<file path="src/rtl/pwm_multichannel.sv">
// pwm_multichannel: NUM_CH-channel PWM generator sharing one period counter.
// New duty/period/mode values are double-buffered and only take effect at a
// period boundary (or immediately while disabled), so a period is never torn.
// Optional feature: define PWM_CENTER_ALIGN_EN to add center-aligned
// (up/down) counting selected by center_mode; otherwise edge mode only.
module pwm_multichannel #(
    parameter int BIT_WIDTH = 8,
    parameter int NUM_CH    = 4
) (
    input  logic                        clk,
    input  logic                        rst_n,
    input  logic                        enable,
    input  logic [BIT_WIDTH-1:0]        max_value,
    input  logic [NUM_CH*BIT_WIDTH-1:0] duty,
    input  logic                        center_mode,
    input  logic                        update,
    output logic [NUM_CH-1:0]           pwm_out,
    output logic                        period_start,
    output logic                        update_pending
);

    localparam logic [BIT_WIDTH-1:0] ZERO = {BIT_WIDTH{1'b0}};
    localparam logic [BIT_WIDTH-1:0] ONE  = {{(BIT_WIDTH-1){1'b0}}, 1'b1};

    logic [BIT_WIDTH-1:0] cnt_r;
    logic [BIT_WIDTH-1:0] next_cnt_s;
    logic                 boundary_s;
    logic [BIT_WIDTH-1:0] max_act_r;
    logic [BIT_WIDTH-1:0] max_pend_r;
    logic [BIT_WIDTH-1:0] duty_act_r  [NUM_CH];
    logic [BIT_WIDTH-1:0] duty_pend_r [NUM_CH];
    logic                 pend_r;
    logic [NUM_CH-1:0]    pwm_out_r;
    logic                 period_start_r;

`ifdef PWM_CENTER_ALIGN_EN
    logic mode_act_r;
    logic mode_pend_r;
    logic dir_up_r;
    logic next_dir_up_s;
`else
    // center_mode has no effect in an edge-only build
    logic unused_center_mode_s;
    assign unused_center_mode_s = center_mode;
`endif

    // Next counter value/direction and period-boundary detection
    always_comb begin
        next_cnt_s = cnt_r;
`ifdef PWM_CENTER_ALIGN_EN
        next_dir_up_s = dir_up_r;
        if (mode_act_r) begin
            if (dir_up_r) begin
                if (cnt_r >= max_act_r) begin
                    // A peak of 0 or 1 has no distinct down leg
                    if (max_act_r <= ONE) begin
                        next_cnt_s    = ZERO;
                        next_dir_up_s = 1'b1;
                    end else begin
                        next_cnt_s    = max_act_r - ONE;
                        next_dir_up_s = 1'b0;
                    end
                end else begin
                    next_cnt_s = cnt_r + ONE;
                end
            end else begin
                if (cnt_r <= ONE) begin
                    next_cnt_s    = ZERO;
                    next_dir_up_s = 1'b1;
                end else begin
                    next_cnt_s = cnt_r - ONE;
                end
            end
        end else begin
            if (cnt_r >= max_act_r) begin
                next_cnt_s = ZERO;
            end else begin
                next_cnt_s = cnt_r + ONE;
            end
        end
`else
        if (cnt_r >= max_act_r) begin
            next_cnt_s = ZERO;
        end else begin
            next_cnt_s = cnt_r + ONE;
        end
`endif
        boundary_s = enable && (next_cnt_s == ZERO);
    end

    // Counter, active/pending register bank and registered outputs
    always_ff @(posedge clk) begin
        if (!rst_n) begin
            cnt_r          <= ZERO;
            max_act_r      <= ZERO;
            max_pend_r     <= ZERO;
            pend_r         <= 1'b0;
            pwm_out_r      <= {NUM_CH{1'b0}};
            period_start_r <= 1'b0;
            for (int i = 0; i < NUM_CH; i++) begin
                duty_act_r[i]  <= ZERO;
                duty_pend_r[i] <= ZERO;
            end
`ifdef PWM_CENTER_ALIGN_EN
            mode_act_r  <= 1'b0;
            mode_pend_r <= 1'b0;
            dir_up_r    <= 1'b1;
`endif
        end else if (!enable) begin
            pwm_out_r      <= {NUM_CH{1'b0}};
            period_start_r <= 1'b0;
            if (update) begin
                // Disabled: nothing is mid-period, so load straight into active
                max_act_r <= max_value;
                for (int i = 0; i < NUM_CH; i++) begin
                    duty_act_r[i] <= duty[i*BIT_WIDTH +: BIT_WIDTH];
                end
                pend_r <= 1'b0;
                cnt_r  <= ZERO;
`ifdef PWM_CENTER_ALIGN_EN
                mode_act_r <= center_mode;
                dir_up_r   <= 1'b1;
`endif
            end
        end else begin
            for (int i = 0; i < NUM_CH; i++) begin
                pwm_out_r[i] <= (cnt_r < duty_act_r[i]);
            end
            period_start_r <= (cnt_r == ZERO);
            if (update && boundary_s) begin
                // Fresh values at a boundary win over anything still pending
                max_act_r <= max_value;
                for (int i = 0; i < NUM_CH; i++) begin
                    duty_act_r[i] <= duty[i*BIT_WIDTH +: BIT_WIDTH];
                end
                pend_r <= 1'b0;
                cnt_r  <= ZERO;
`ifdef PWM_CENTER_ALIGN_EN
                mode_act_r <= center_mode;
                dir_up_r   <= 1'b1;
`endif
            end else if (boundary_s && pend_r) begin
                max_act_r <= max_pend_r;
                for (int i = 0; i < NUM_CH; i++) begin
                    duty_act_r[i] <= duty_pend_r[i];
                end
                pend_r <= 1'b0;
                cnt_r  <= ZERO;
`ifdef PWM_CENTER_ALIGN_EN
                mode_act_r <= mode_pend_r;
                dir_up_r   <= 1'b1;
`endif
            end else begin
                if (update) begin
                    // Mid-period request: park it; a later one overwrites it
                    max_pend_r <= max_value;
                    for (int i = 0; i < NUM_CH; i++) begin
                        duty_pend_r[i] <= duty[i*BIT_WIDTH +: BIT_WIDTH];
                    end
                    pend_r <= 1'b1;
`ifdef PWM_CENTER_ALIGN_EN
                    mode_pend_r <= center_mode;
`endif
                end
                cnt_r <= next_cnt_s;
`ifdef PWM_CENTER_ALIGN_EN
                dir_up_r <= next_dir_up_s;
`endif
            end
        end
    end

    assign pwm_out        = pwm_out_r;
    assign period_start   = period_start_r;
    assign update_pending = pend_r;

endmodule

</file>
<file path="config.mk">
export PLATFORM = sky130hd
export DESIGN_NAME = pwm_multichannel
export DESIGN_NICKNAME = d
export VERILOG_FILES = /design/src/rtl/pwm_multichannel.sv
export SDC_FILE = /design/constraint.sdc
export NUM_CORES = 1
export LEC_CHECK = 0
export CAP_MARGIN = 20
export CORE_MARGIN = 10
export CORE_UTILIZATION = 35
export DETAILED_ROUTE_END_ITERATION = 8
export MAX_ROUTING_LAYER = met4
export PLACE_DENSITY_LB_ADDON = 0.08
export SYNTH_ARGS = -nofsm -noshare
export SYNTH_HDL_FRONTEND = slang
export SYNTH_SLANG_ARGS = --single-unit
</file>
<file path="constraint.sdc">
create_clock -name clk -period 4.5 [get_ports clk]
set_input_delay 0.675 -clock clk [delete_from_list [all_inputs] [get_ports clk]]
set_output_delay 0.675 -clock clk [all_outputs]
set_load 0.02 [all_outputs]
</file>
==> results_dict.tcl <==
set metrics [dict create \
    leakage_nw 2.417 \
    drtAntennaViolNets 0 \
    fin_crit_ps 3105 \
    power_density_nw_per_um2 371.8 \
    wl_per_cell_um 16.98 \
    rsz0062_at_grt "no" \
    cts_buffers 9 \
    ys_ff_latch 94 \
    wl_um 11460 \
    clk_latency_ps 350 \
    ios 51 \
    fillers 1388 \
    core_sq_um 13880 \
    post-cts-setup-buffers 0 \
    final_cell_count_no_fill 675 \
    seq_area_frac_synth 0.5077 \
    skew_ps 8.104 \
    root_buffer "clkbuf_16" \
    drt_iter0_drc 240 \
    dr.pass1.iters 4 \
    initial_core_util 0.3579 \
    grt_pass1_wl_um 18830 \
    htree_levels 3 \
    crit_path_top_delay_cell "o211ai_4" \
    yosys.area.top_type "edfxtp_1" \
    syn_area_sq_um 4969 \
    track_usage 0.1244 \
    hold_class "reg -> reg" \
    max-vdd-ir-drop_uv 151.7 \
    drv_cap 0 \
    cts.sinks 94 \
    die_h_um 139.1 \
    multi_input_area_sq_um 2157 \
    yosys_warnings 0 \
    area_growth_pct 19.67 \
    synth_edf_count 64 \
    port_buffers 49 \
    whs_path_depth 2 \
    drive_above_1_share 0.08687 \
    numPlacedInstances 659 \
    hpwlAfterDp_um 7704 \
    drc 0 \
    cp-end-kind "flip-flop" \
    final_cell_mix "64 x edfxtp_1, 49 x inv_1, 49 x clkdlybuf4s50_1, 38 x ha_1, 36 x and2_1" \
    slew_headroom 0.4850 \
    clk_pin_slew_ps 60 \
    syn_nets 526 \
    grt_pass1_vias 3544 \
    grt_max_degree 33 \
    yosys.area.top_type_share 0.3868 \
    finalSetupViolations 0 \
    worstSetupPathType "reg -> reg" \
    place.gp.congestion 0.8038 \
    die_w_um 139.1 \
    vias 3437 \
    place_ws_ps 1338 \
    critPathRequiredTime_ps 4520 \
    synth-async-reset-ratio 0 \
    tightest_slew_ps 768.9 \
    critPathLaunchType "flip-flop" \
    synth.distinct_cells 51 \
    cts_hold_buf 0 \
    fin_ws_ps 1395 \
    path_cells "ha_1 > and4_4 > a21o_1 > a21oi_2 > o211ai_4 > a22o_1 > nand2_1" \
    critPathMaxFanout 22 \
    rows 43 \
    final_nets 573 \
    cp_slowest_stage_delay_ps 670 \
    antenna_found_initial 0 \
    syn_avg_cell_area_sq_um 11.22 \
    finalHoldViolCount 0 \
    n_antenna_cell 0 \
    synth_area_leaders "edfxtp_1 39%, dfxtp_1 12%, ha_1 9.6%" \
    max_freq_ghz 0.3221 \
    tns_ps 0 \
    yosys_most_used_dff "edfxtp_1" \
    post_cts_resized 0 \
    overflow 0 \
    synth_cells 443 \
    power_mw 2.211 \
    cp.arrival_ps 3130 \
    tritoncts "yes" \
    regArea_sq_um 2522 \
    fin_crit_sh 0.6899 \
    die-area_sq_um 19360 \
    viasPerCell 5.092 \
    worstRegToRegCells 7 \
    slew_violations 0 \
    status "finished, final reports clean" \
    final_common_cell "edfxtp_1" \
    cts_buffer_depth 2 \
]
power by group:
group / switching, mW / total, mW / internal [mW]
registers: 0.0381 / 1.06 / 1.02
clock network: 0.326 / 0.754 / 0.428
logic: 0.223 / 0.400 / 0.177
total: 0.587 / 2.21 / 1.62
layer usage:
layer	track usage	routed length, um	up-vias
li1	-	-	1730
met1	0.1549	5547	1633
met2	0.1964	5400	60
met3	0.02123	334	14
met4	0.04942	178	0
met5	-	0	-
cells by family after synthesis:
group / count (synthesis) / synth area share
compound gates: 129 / 0.2083
simple gates: 109 / 0.1259
flops: 94 / 0.5077
buf+inv: 73 / 0.06245
fa+ha+maj: 38 / 0.09569
sequential cells by signal, indices dropped and copies added (netlist names):
name            count
max_act_r           8
period_start        1
update_pending      1
pwm_out             4
cnt_r               8
duty_pend_r        32
max_pend_r          8
duty_act_r         32
final timing paths:
check	start	end	slack [ps]
max	cnt_r[0]$_SDFFE_PN0P_	duty_act_r[3][7]$_DFFE_PP_	1400
min reg2reg	max_pend_r[4]$_SDFFE_PN0P_	max_pend_r[4]$_SDFFE_PN0P_	480
max reg2reg	cnt_r[0]$_SDFFE_PN0P_	duty_act_r[3][7]$_DFFE_PP_	1400
min	max_pend_r[4]$_SDFFE_PN0P_	max_pend_r[4]$_SDFFE_PN0P_	480
worst max-delay path: cells and delay by family (launching register included):
kind / cells / cell delay, ps
adders and majority gates: 1 / 310
DFF: 1 / 600
and+or+nand+nor: 2 / 560
AOI/OAI and AO/OA: 4 / 1290
cells in the mapped netlist, types with 3 or more instances:
| cell type | count |
|---|---|
| a211o_1 | 4 |
| a211oi_1 | 4 |
| a21o_1 | 9 |
| a21oi_1 | 22 |
| a221oi_2 | 6 |
| a22o_1 | 34 |
| a31oi_1 | 10 |
| and2_1 | 36 |
| and3_1 | 3 |
| buf_6 | 4 |
| clkbuf_1 | 15 |
| dfxtp_1 | 30 |
| edfxtp_1 | 64 |
| ha_1 | 38 |
| inv_1 | 49 |
| nand2_1 | 28 |
| nand2b_1 | 4 |
| nand3_1 | 3 |
| nand3b_1 | 3 |
| nand4_1 | 8 |
| nor2_1 | 10 |
| o21a_1 | 3 |
| o21ai_0 | 8 |
| o21bai_1 | 4 |
| o31ai_1 | 9 |
metrics by stage:
step | hold WS (ps) | area (sq um) | util
after global placement | 454.9 | 5662 | 0.4079
final | 477.2 | 5946 | 0.4283
after CTS | 474.6 | 5946 | 0.4283
after detailed placement | 464.8 | 5662 | 0.4079
after floorplan | 446.8 | 4974 | -
after global routing | 503.5 | 5946 | 0.4283
area by class of cell:
type | count | share of cell area
Sequential cell | 94 | 0.4242
Multi-Input combinational cell | 276 | 0.3628
Timing Repair Buffer | 60 | 0.09638
Clock buffer | 11 | 0.03914
Tap cell | 180 | 0.03788
Inverter | 49 | 0.03093
Clock inverter | 5 | 0.008628
No activity file was read; power rests on OpenSTA's default activity.
